`src/rtl/perf_monitor_if.sv`:
```
// Bus bundle for perf_monitor: CPU trace/config inputs, VGA pixel inputs,
// per-channel status and overlay pixel outputs.
interface perf_monitor_if #(
  parameter int NUM_CHANNELS = 4,
  parameter int PC_WIDTH     = 12
);
  logic [PC_WIDTH-1:0]              pc;
  logic [NUM_CHANNELS*PC_WIDTH-1:0] cfg_start_pc;
  logic [NUM_CHANNELS*PC_WIDTH-1:0] cfg_stop_pc;
  logic                             clear;
  logic [9:0]                       pixel_x;
  logic [9:0]                       pixel_y;
  logic [NUM_CHANNELS-1:0]          running;
  logic [NUM_CHANNELS-1:0]          done;
  logic [NUM_CHANNELS-1:0]          overflow;
  logic                             seconds_drawing_request;
  logic [7:0]                       seconds_rgb;

  modport master (
    output pc, cfg_start_pc, cfg_stop_pc, clear, pixel_x, pixel_y,
    input  running, done, overflow, seconds_drawing_request, seconds_rgb
  );
  modport slave (
    input  pc, cfg_start_pc, cfg_stop_pc, clear, pixel_x, pixel_y,
    output running, done, overflow, seconds_drawing_request, seconds_rgb
  );
endinterface

```
`src/rtl/perf_monitor.sv`:
```
// Multi-channel PC-triggered BCD interval timer with a 7-segment VGA overlay.
// Define PERF_MONITOR_RESTART_EN to let a start match re-arm a DONE channel.
module perf_monitor #(
  parameter int NUM_CHANNELS     = 4,
  parameter int PC_WIDTH         = 12,
  parameter int NUMBER_OF_DIGITS = 8,
  parameter int TICKS_PER_UNIT   = 50000,
  parameter int HEX_DIGIT_WIDTH  = 16,
  parameter int HEX_DIGIT_HEIGHT = 32,
  parameter int START_X          = 512,
  parameter int START_Y          = 0
) (
  input logic           CLK_50,
  input logic           reset,
  perf_monitor_if.slave bus
);
  localparam int DW = NUMBER_OF_DIGITS * 4;
  localparam int PW = (TICKS_PER_UNIT > 1) ? $clog2(TICKS_PER_UNIT) : 1;
  localparam logic [PW-1:0] PRE_MAX = PW'(TICKS_PER_UNIT - 1);
  localparam logic [DW-1:0] ALL9    = {NUMBER_OF_DIGITS{4'h9}};
  localparam int T = HEX_DIGIT_WIDTH / 8;

  typedef enum logic [1:0] {IDLE, RUNNING, DONE} state_e;

  state_e                  state_q [NUM_CHANNELS];
  state_e                  state_d [NUM_CHANNELS];
  logic [PW-1:0]           pre_q   [NUM_CHANNELS];
  logic [PW-1:0]           pre_d   [NUM_CHANNELS];
  logic [DW-1:0]           cnt_q   [NUM_CHANNELS];
  logic [DW-1:0]           cnt_d   [NUM_CHANNELS];
  logic [NUM_CHANNELS-1:0] ovf_q, ovf_d;
  logic [NUM_CHANNELS-1:0] start_hit, stop_hit;
  logic                    draw_q, draw_d;
  logic [7:0]              rgb_q, rgb_d;

  function automatic logic [DW-1:0] bcd_inc(input logic [DW-1:0] v);
    logic [DW-1:0] r;
    logic          carry;
    r     = v;
    carry = 1'b1;
    for (int k = 0; k < NUMBER_OF_DIGITS; k++) begin
      if (carry) begin
        if (r[k*4 +: 4] == 4'd9) r[k*4 +: 4] = 4'd0;
        else begin
          r[k*4 +: 4] = r[k*4 +: 4] + 4'd1;
          carry       = 1'b0;
        end
      end
    end
    return r;
  endfunction

  // Segment bits ordered {a,b,c,d,e,f,g}; a/d span the full cell width.
  function automatic logic pix_lit(input logic [9:0] px, input logic [9:0] py,
                                   input int cx, input int cy, input logic [3:0] dig);
    int         lx, ly;
    logic [6:0] s;
    lx = int'(px) - cx;
    ly = int'(py) - cy;
    if (lx < 0 || lx >= HEX_DIGIT_WIDTH || ly < 0 || ly >= HEX_DIGIT_HEIGHT) return 1'b0;
    case (dig)
      4'd0: s = 7'b1111110;  4'd1: s = 7'b0110000;
      4'd2: s = 7'b1101101;  4'd3: s = 7'b1111001;
      4'd4: s = 7'b0110011;  4'd5: s = 7'b1011011;
      4'd6: s = 7'b1011111;  4'd7: s = 7'b1110000;
      4'd8: s = 7'b1111111;  4'd9: s = 7'b1111011;
      default: s = 7'b0000000;
    endcase
    return (s[6] && ly < T) ||
           (s[5] && lx >= HEX_DIGIT_WIDTH - T && ly < HEX_DIGIT_HEIGHT / 2) ||
           (s[4] && lx >= HEX_DIGIT_WIDTH - T && ly >= HEX_DIGIT_HEIGHT / 2) ||
           (s[3] && ly >= HEX_DIGIT_HEIGHT - T) ||
           (s[2] && lx < T && ly >= HEX_DIGIT_HEIGHT / 2) ||
           (s[1] && lx < T && ly < HEX_DIGIT_HEIGHT / 2) ||
           (s[0] && ly >= HEX_DIGIT_HEIGHT / 2 - T / 2 && ly < HEX_DIGIT_HEIGHT / 2 - T / 2 + T);
  endfunction

  for (genvar g = 0; g < NUM_CHANNELS; g++) begin : g_ch
    assign start_hit[g]   = (bus.pc == bus.cfg_start_pc[g*PC_WIDTH +: PC_WIDTH]);
    assign stop_hit[g]    = (bus.pc == bus.cfg_stop_pc[g*PC_WIDTH +: PC_WIDTH]);
    assign bus.running[g] = (state_q[g] == RUNNING);
    assign bus.done[g]    = (state_q[g] == DONE);
  end
  assign bus.overflow                = ovf_q;
  assign bus.seconds_drawing_request = draw_q;
  assign bus.seconds_rgb             = rgb_q;

  always_comb begin
    ovf_d = ovf_q;
    for (int i = 0; i < NUM_CHANNELS; i++) begin
      state_d[i] = state_q[i];
      pre_d[i]   = pre_q[i];
      cnt_d[i]   = cnt_q[i];
      case (state_q[i])
        IDLE: if (start_hit[i]) begin
          state_d[i] = RUNNING;
          pre_d[i]   = '0;
          cnt_d[i]   = '0;
        end
        RUNNING: begin
          // The stop cycle still counts, so the interval spans start..stop edges.
          if (pre_q[i] == PRE_MAX) begin
            pre_d[i] = '0;
            if (cnt_q[i] == ALL9) ovf_d[i] = 1'b1;
            else                  cnt_d[i] = bcd_inc(cnt_q[i]);
          end else begin
            pre_d[i] = pre_q[i] + 1'b1;
          end
          if (stop_hit[i]) state_d[i] = DONE;
        end
        DONE: begin
`ifdef PERF_MONITOR_RESTART_EN
          if (start_hit[i]) begin
            state_d[i] = RUNNING;
            pre_d[i]   = '0;
            cnt_d[i]   = '0;
          end
`endif
        end
        default: state_d[i] = IDLE;
      endcase
      if (bus.clear) begin
        state_d[i] = IDLE;
        pre_d[i]   = '0;
        cnt_d[i]   = '0;
      end
    end
    if (bus.clear) ovf_d = '0;
  end

  always_comb begin
    draw_d = 1'b0;
    rgb_d  = 8'h00;
    for (int i = 0; i < NUM_CHANNELS; i++) begin
      for (int d = 0; d < NUMBER_OF_DIGITS; d++) begin
        if (pix_lit(bus.pixel_x, bus.pixel_y,
                    START_X + d * HEX_DIGIT_WIDTH, START_Y + i * HEX_DIGIT_HEIGHT,
                    cnt_q[i][(NUMBER_OF_DIGITS-1-d)*4 +: 4])) begin
          draw_d = 1'b1;
          rgb_d  = ovf_q[i] ? 8'hE0 : (state_q[i] == DONE) ? 8'h1C : 8'hFF;
        end
      end
    end
  end

  always_ff @(posedge CLK_50) begin
    if (reset) begin
      for (int i = 0; i < NUM_CHANNELS; i++) begin
        state_q[i] <= IDLE;
        pre_q[i]   <= '0;
        cnt_q[i]   <= '0;
      end
      ovf_q  <= '0;
      draw_q <= 1'b0;
      rgb_q  <= 8'h00;
    end else begin
      for (int i = 0; i < NUM_CHANNELS; i++) begin
        state_q[i] <= state_d[i];
        pre_q[i]   <= pre_d[i];
        cnt_q[i]   <= cnt_d[i];
      end
      ovf_q  <= ovf_d;
      draw_q <= draw_d;
      rgb_q  <= rgb_d;
    end
  end
endmodule
```
`src/flat_wrapper.sv`:
```
// flat-port wrapper written by rule: the top's interface ports become plain ports
module perf_monitor_flat 
#(
  parameter int NUM_CHANNELS     = 4,
  parameter int PC_WIDTH         = 12,
  parameter int NUMBER_OF_DIGITS = 8,
  parameter int TICKS_PER_UNIT   = 50000,
  parameter int HEX_DIGIT_WIDTH  = 16,
  parameter int HEX_DIGIT_HEIGHT = 32,
  parameter int START_X          = 512,
  parameter int START_Y          = 0
)
  (CLK_50, reset, bus_pc, bus_cfg_start_pc, bus_cfg_stop_pc, bus_clear, bus_pixel_x, bus_pixel_y, bus_running, bus_done, bus_overflow, bus_seconds_drawing_request, bus_seconds_rgb);
  perf_monitor_if #(.NUM_CHANNELS(NUM_CHANNELS), .PC_WIDTH(PC_WIDTH)) bus_i ();
  input logic CLK_50;
  input logic reset;
  input wire logic [$bits(bus_i.pc)-1:0] bus_pc;
  input wire logic [$bits(bus_i.cfg_start_pc)-1:0] bus_cfg_start_pc;
  input wire logic [$bits(bus_i.cfg_stop_pc)-1:0] bus_cfg_stop_pc;
  input wire logic [$bits(bus_i.clear)-1:0] bus_clear;
  input wire logic [$bits(bus_i.pixel_x)-1:0] bus_pixel_x;
  input wire logic [$bits(bus_i.pixel_y)-1:0] bus_pixel_y;
  output wire logic [$bits(bus_i.running)-1:0] bus_running;
  output wire logic [$bits(bus_i.done)-1:0] bus_done;
  output wire logic [$bits(bus_i.overflow)-1:0] bus_overflow;
  output wire logic [$bits(bus_i.seconds_drawing_request)-1:0] bus_seconds_drawing_request;
  output wire logic [$bits(bus_i.seconds_rgb)-1:0] bus_seconds_rgb;
  assign bus_i.pc = bus_pc;
  assign bus_i.cfg_start_pc = bus_cfg_start_pc;
  assign bus_i.cfg_stop_pc = bus_cfg_stop_pc;
  assign bus_i.clear = bus_clear;
  assign bus_i.pixel_x = bus_pixel_x;
  assign bus_i.pixel_y = bus_pixel_y;
  assign bus_running = bus_i.running;
  assign bus_done = bus_i.done;
  assign bus_overflow = bus_i.overflow;
  assign bus_seconds_drawing_request = bus_i.seconds_drawing_request;
  assign bus_seconds_rgb = bus_i.seconds_rgb;
  perf_monitor #(.NUM_CHANNELS(NUM_CHANNELS), .PC_WIDTH(PC_WIDTH), .NUMBER_OF_DIGITS(NUMBER_OF_DIGITS), .TICKS_PER_UNIT(TICKS_PER_UNIT), .HEX_DIGIT_WIDTH(HEX_DIGIT_WIDTH), .HEX_DIGIT_HEIGHT(HEX_DIGIT_HEIGHT), .START_X(START_X), .START_Y(START_Y)) u_core (.CLK_50(CLK_50), .reset(reset), .bus(bus_i));
endmodule
```
`config.mk`:
```
export PLATFORM = sky130hd
export DESIGN_NAME = perf_monitor_flat
export DESIGN_NICKNAME = d
export VERILOG_FILES = /design/src/rtl/perf_monitor_if.sv /design/src/rtl/perf_monitor.sv /design/src/flat_wrapper.sv
export SDC_FILE = /design/constraint.sdc
export NUM_CORES = 1
export LEC_CHECK = 0
export CORE_ASPECT_RATIO = 0.8
export CORE_MARGIN = 5
export CORE_UTILIZATION = 35
export DETAILED_ROUTE_END_ITERATION = 8
export SYNTH_ARGS = -nofsm -noshare
export SYNTH_HDL_FRONTEND = slang
export SYNTH_SLANG_ARGS = --single-unit
```
`constraint.sdc`:
```
create_clock -name CLK_50 -period 4.8 [get_ports CLK_50]
set_input_delay 0.48 -clock CLK_50 [delete_from_list [all_inputs] [get_ports CLK_50]]
set_output_delay 0.48 -clock CLK_50 [all_outputs]
set_load 0.005 [all_outputs]
```
# == Word level (Yosys, flattened, before mapping) ==
# Memories as Yosys holds them, arrays and structs flattened.
# Cells that the tools add are included.
# classes
addsub,47
magnitude_cmp,64
n_eq_ne,56
muxes,463
n_bitwise,12
reduce_logical,657
# ops
operator,count
32-bit two-way mux,20
"32-bit by 6-bit greater-or-equal comparator with 1-bit output, second input constant",14
1-bit logical AND,384
"32-bit by 5-bit greater-or-equal comparator with 1-bit output, second input constant",11
"32-bit by 1-bit < comparator with 1-bit output, second input constant",11
"32-bit by 3-bit < comparator with 1-bit output, second input constant",11
8-bit two-way mux,40
1-bit two-way mux,267
1-bit logical OR,264
16-bit two-way mux,16
32-bit one-hot mux with 2 select lines,4
4-bit two-way mux,60
7-bit two-way mux,32
"32-bit by 6-bit < comparator with 1-bit output, second input constant",6
"4-bit by 1-bit adder with 4-bit output, second input constant",32
"32-bit equality test, second input constant",4
"4-bit equality test, second input constant",32
16-bit one-hot mux with 2 select lines,4
12-bit equality test,8
"32-bit by 7-bit greater-or-equal comparator with 1-bit output, second input constant",3
"10-bit by 10-bit subtractor with 11-bit output, second input constant",8
"16-bit by 1-bit adder with 16-bit output, second input constant",4
"16-bit equality test, second input constant",4
2-bit two-way mux,16
other kinds (15),44
# word_totals
ff_bits,13
ramBits,200
romBits,3584
input_bits,131
output_inout_bits,21
wordCells,1340
n_memories,35
# memory_table
memory,words,width,read_ports,rd_ports_with_merged_regs,write_ports,line,rtl
u_core.cnt_q,4,32,4,0,4,perf_monitor.sv:29,logic [DW-1:0] cnt_q [NUM_CHANNELS];
(name not given),16,7,1,0,0,perf_monitor.sv:61,case (dig)
(name not given),16,7,1,0,0,perf_monitor.sv:61,
(name not given),16,7,1,0,0,perf_monitor.sv:61,
(name not given),16,7,1,0,0,perf_monitor.sv:61,
(name not given),16,7,1,0,0,perf_monitor.sv:61,
29 more memories,--,--,--,--,--,--,

# == Logic depth before layout (Yosys ltp) ==
# depth
ltp_word,48
depth_mapped,17
ltp_nobuf,13

# == Worst setup path before layout ==
# OpenSTA, ideal clock, no wires.
# synth_timing
path_kind,input to register
start,input bus_pixel_x[7]
end,register u_core.rgb_q[1] (netlist: u_core.bus.seconds_rgb[1])
setup_ns,0.091
arrival_ns,3.675
required_ns,4.709
setup_slack_ns,1.034
cell_stages,16
n_path_buf,3
path_cell_list,buf_2 > buf_2 > inv_1 > ha_1 > clkbuf_1 > or4bb_1 > o311ai_1 > a31oi_1 > a21o_1 > a2111oi_0 > a2111oi_0 > nand4_1 > nor3_2 > nand2b_1 > or3_1 > a311oi_1
# synth_via
elab_chain_cells,43
word_cells_on_any_way,656
cone_classes,add/sub: 8; order compare: 32; mux: 96; reduce/logical: 520
# synth_rtl
item,line,rtl
start: declaration,flat_wrapper.sv:21,input wire logic [$bits(bus_i.pixel_x)-1:0] bus_pixel_x;
10-bit by 10-bit subtractor with 11-bit output,perf_monitor.sv:58,lx = int'(px) - cx;
32-bit by 5-bit greater-or-equal comparator with 1-bit output,"perf_monitor.sv:70, perf_monitor.sv:71",
1-bit logical AND (2 in series),perf_monitor.sv:70,(s[5] && lx >= HEX_DIGIT_WIDTH - T && ly < HEX_DIGIT_HEIGHT / 2) ||
1-bit logical OR,perf_monitor.sv:69,return (s[6] && ly < T) ||
1-bit logical OR,perf_monitor.sv:70,
1-bit logical OR,perf_monitor.sv:71,(s[4] && lx >= HEX_DIGIT_WIDTH - T && ly >= HEX_DIGIT_HEIGHT / 2) ||
1-bit logical OR,perf_monitor.sv:72,(s[3] && ly >= HEX_DIGIT_HEIGHT - T) ||
1-bit logical OR,perf_monitor.sv:73,(s[2] && lx < T && ly >= HEX_DIGIT_HEIGHT / 2) ||
1-bit logical OR,perf_monitor.sv:74,(s[1] && lx < T && ly < HEX_DIGIT_HEIGHT / 2) ||
1-bit two-way mux,perf_monitor.sv:61,
8-bit two-way mux (31 in series),perf_monitor.sv:136,"if (pix_lit(bus.pixel_x, bus.pixel_y,"
8-bit two-way mux (*),perf_monitor.sv:136,
end signal: assignment,perf_monitor.sv:164,rgb_q <= rgb_d;
end: declaration,perf_monitor.sv:34,"logic [7:0] rgb_q, rgb_d;"
# Mark *: on every way between the ends. The rest lies on a longest branch, timed or not.
# A chain may end at the register's enable or synchronous reset.

# == Worst setup path after layout ==
# layout_timing
start,input bus_pixel_x[1]
end,register u_core.rgb_q[1] (netlist: u_core.bus.seconds_rgb[1])
# Same word-level chain as after synthesis.

==> metrics.cfg <==
[detailed_routing]
route.vias.total=19800
drcViolationCount=0
dr.pass1.iters=6
viasPerCell=5.58
wirelength_um=68800
drtIter0Drc=1959
ant_nets=0
routedWlPerCell_um=19.3

[power_and_ir_drop]
powerDensity_mw_per_mm2=188
seqPwrFrac_pct=39.6
p_sw_mw=1.20
intPower_mw=3.17
pwr-share-clk_pct=46.7
total_power_mw=4.37
p_sw_share_pct=27.4
power_frac_comb_pct=13.7
leakage_nw=8.33
ir_drop_mv=0.253

[sta]
fin_setup_tns_ps=0
hold_viol_final=0
fin_crit_sh_pct=88.6
fin_crit_ps=4250
fin_ws_ps=549
finalSetupViolations=0
rsz0062_at_grt=false
skew_ps=11.0
max-slew-margin-rel_pct=27.9
fmax_ghz=0.235
tightest_slew_ps=1070
slew_viol_final=0

[floorplanning]
start_util_pct=35.5
die_h_um=222
num_rows=77
die_area_mm2=0.0613
core-area_mm2=0.0556
io_pins=152
die_w_um=276

[synth]
ys_types=97
syn_avg_cell_area_um2=7.49
syn-num-nets=2991
synth_flop_cell=dfxtp_1
synthArstFlopShare_pct=0
ys_ff_latch=208
synthCells=2636
synth_area_mm2=0.0197
synth_edf_count=0
ys_seq_area_share_pct=21.1
ys_warn_count=0

[worst_hold_path]
holdPathEnd=u_core.pre_q[0][60]$_SDFFE_PP0P_
hp-start=u_core.pre_q[0][60]$_SDFFE_PP0P_
hold_path_class=reg2reg
hold_path_depth=2

[critical_path]
r2r_start=u_core.cnt_q[0][9]$_SDFFE_PP0P_
ff2ff_path_depth=15
crit_arrival_ps=4740
start_kind=input pin
cp.required_ps=5290
criticalPathCategory=in2reg
reg2reg_slack_ps=1320
cp-end-kind=flop
r2r-end=u_core.cnt_q[0][19]$_SDFFE_PP0P_
cp_max_fo=6

[clock_network]
cts_tree=done
clock_tree.root_cell=clkbuf_16
cts_buffers=26
clkTransAtPathRegs_ps=60
clock_latency_ps=580
numClockSinks=208
cts_resized=0
post-cts-setup-buffers=0
htree_levels=1
clk_path_buf_depth=3
postCtsHoldBufs=0

[global_routing]
grt_overflow=0
grt_max_degree=39
grt_pass1_wl_um=106000
grt_pass1_vias=18800
grt_use_total_pct=21.4
antenna_found_initial=2

[final_layout]
design_area_mm2=0.0233
fillCellCount=5633
fin_nets=3140
antenna_cells=0
drive_above_1_share_pct=6.67
synthToLayoutAreaGrowth_pct=17.9

[placed_design]
dp_hpwl_um=54100
place_worst_setup_slack_ps=94.8
place.gp.congestion=1.01
io_buffers=151
place_area_mm2=0.0224

[outcome]
status=finished, final reports clean

[run]
maxCapViolCount=0

==> critical path, cell delays in order <==
cell	delay, ps
clkdlybuf4s50_1	500
o311ai_0	940
a41oi_1	220
o21ai_0	890
o211ai_1	190
a31oi_1	270
a31oi_1	90
and3_1	220
a221o_1	410
nor3_1	150
o21ai_0	110
a311oi_1	260
==> synthesized netlist by cell type, drive strengths merged, types with 9 or more instances <==
cell / instances / area (um2)
a211o: 10 / 87.6
a22oi: 9 / 67.6
o31ai: 13 / 103
nor3: 73 / 375
xnor2: 108 / 946
buf: 21 / 121
and3b: 9 / 78.8
and3: 32 / 200
nor4: 33 / 243
nand2: 198 / 746
o21a: 16 / 120
a2111oi: 9 / 78.8
a21boi: 13 / 101
or3: 21 / 136
a211oi: 24 / 185
a311oi: 10 / 87.6
a31oi: 42 / 263
o221ai: 9 / 78.8
o21ai: 152 / 764
o2111ai: 13 / 114
and4: 11 / 96.3
a21oi: 151 / 756
nand2b: 66 / 413
and2: 22 / 138
nand3: 84 / 425
a21o: 10 / 75.1
nor2: 311 / 1180
mux2i: 24 / 240
nand3b: 28 / 210
clkbuf: 103 / 388
nor2b: 49 / 307
nand4: 62 / 388
ha: 224 / 2800
dfxtp: 208 / 4160
o211ai: 15 / 113
xor2: 118 / 1030
inv: 149 / 559
or2: 12 / 75.1
o22ai: 37 / 231
==> cells in the final DEF, fill, tap and decap left out, drive strengths merged, types with 12 or more instances in the layout <==
cell and n:
nand3 84, xor2 118, nor2 311, or2 12
o2111ai 13, o21ai 152, nand2 198, nor3 73
nand2b 66, o211ai 15, clkdlybuf4s50 151, a21oi 151
mux2i 24, nor2b 49, and3 32, xnor2 108
ha 224, dfxtp 208, a21boi 13, or3 21
nor4 33, o31ai 13, buf 94, o21a 16
a31oi 42, nand4 62, a211oi 24, clkbuf 34
nand3b 28, o22ai 37, inv 149, and2 22
==> per-layer routing <==
layer	vias up	track usage, %	share of wire, %
li1	9638	-	-
met1	9364	30.4	46
met2	748	33.3	42
met3	87	4.93	8.7
met4	0	4.42	2.4
met5	-	0	0
==> kinds of logic after synthesis <==
family	after synthesis	synth area share (%)
flip-flops	208	21.1
XOR/XNOR	226	10.0
AO/OA/AOI/OAI	617	20.2
multiplexers	29	1.50
buffers and inverters	273	5.41
adder cells (fa/ha/maj)	224	14.2
AND/OR/NAND/NOR	1059	27.6
==> cell type report <==
cell class | instances | area, um2 | area share, %
clock buffer | 34 | 731 | 3.14
clock inverter | 14 | 151 | 0.650
inverter | 149 | 559 | 2.40
multi-input combinational | 2155 | 14500 | 62.4
sequential | 208 | 4160 | 17.9
tap | 750 | 938 | 4.03
timing repair buffer | 245 | 2220 | 9.52
==> worst max-delay path by stage <==
| stage | end | cells past startpoint | startpoint |
|---|---|---|---|
| after floorplan | u_core.bus.seconds_rgb[1]$_SDFF_PP0_ | 16 | bus_pixel_x[7] |
| after global placement | u_core.bus.seconds_rgb[6]$_SDFF_PP0_ | 16 | bus_pixel_y[6] |
| after detailed placement | u_core.bus.seconds_rgb[6]$_SDFF_PP0_ | 16 | bus_pixel_y[6] |
| after CTS | u_core.bus.seconds_rgb[6]$_SDFF_PP0_ | 16 | bus_pixel_y[6] |
| after global routing | u_core.bus.seconds_rgb[6]$_SDFF_PP0_ | 16 | bus_pixel_y[6] |
| final | u_core.bus.seconds_rgb[1]$_SDFF_PP0_ | 12 | bus_pixel_x[1] |
==> power by group through the flow <==
stage                     Sequential (mW)  Combinational (mW)  Clock (mW)
after floorplan                      1.77               0.283           0
after global placement               1.77               0.588           0
after detailed placement             1.77               0.586           0
after CTS                            1.73               0.588        2.10
after global routing                 1.73               0.632        2.17
final                                1.73               0.598        2.04
==> through the flow <==
| step | instances | hold WS, ps | util [%] |
|---|---|---|---|
| detailed placement | 3507 | 496 | 40.3 |
| CTS | 3555 | 504 | 41.9 |
| finish | 3555 | 499 | 41.9 |
| global route | 3555 | 527 | 41.9 |
| floorplan | 2636 | 467 | - |
| global placement | 3507 | 481 | 40.3 |
==> state kept, by name, summed over array words and instances, names as in the netlist <==
signal	flops
u_core.bus.seconds_drawing_request	1
u_core.bus.seconds_rgb	3
u_core.bus.overflow	4
u_core.state_q	8
u_core.cnt_q	128
u_core.pre_q	64
No activity file was read; power rests on OpenSTA's default activity.
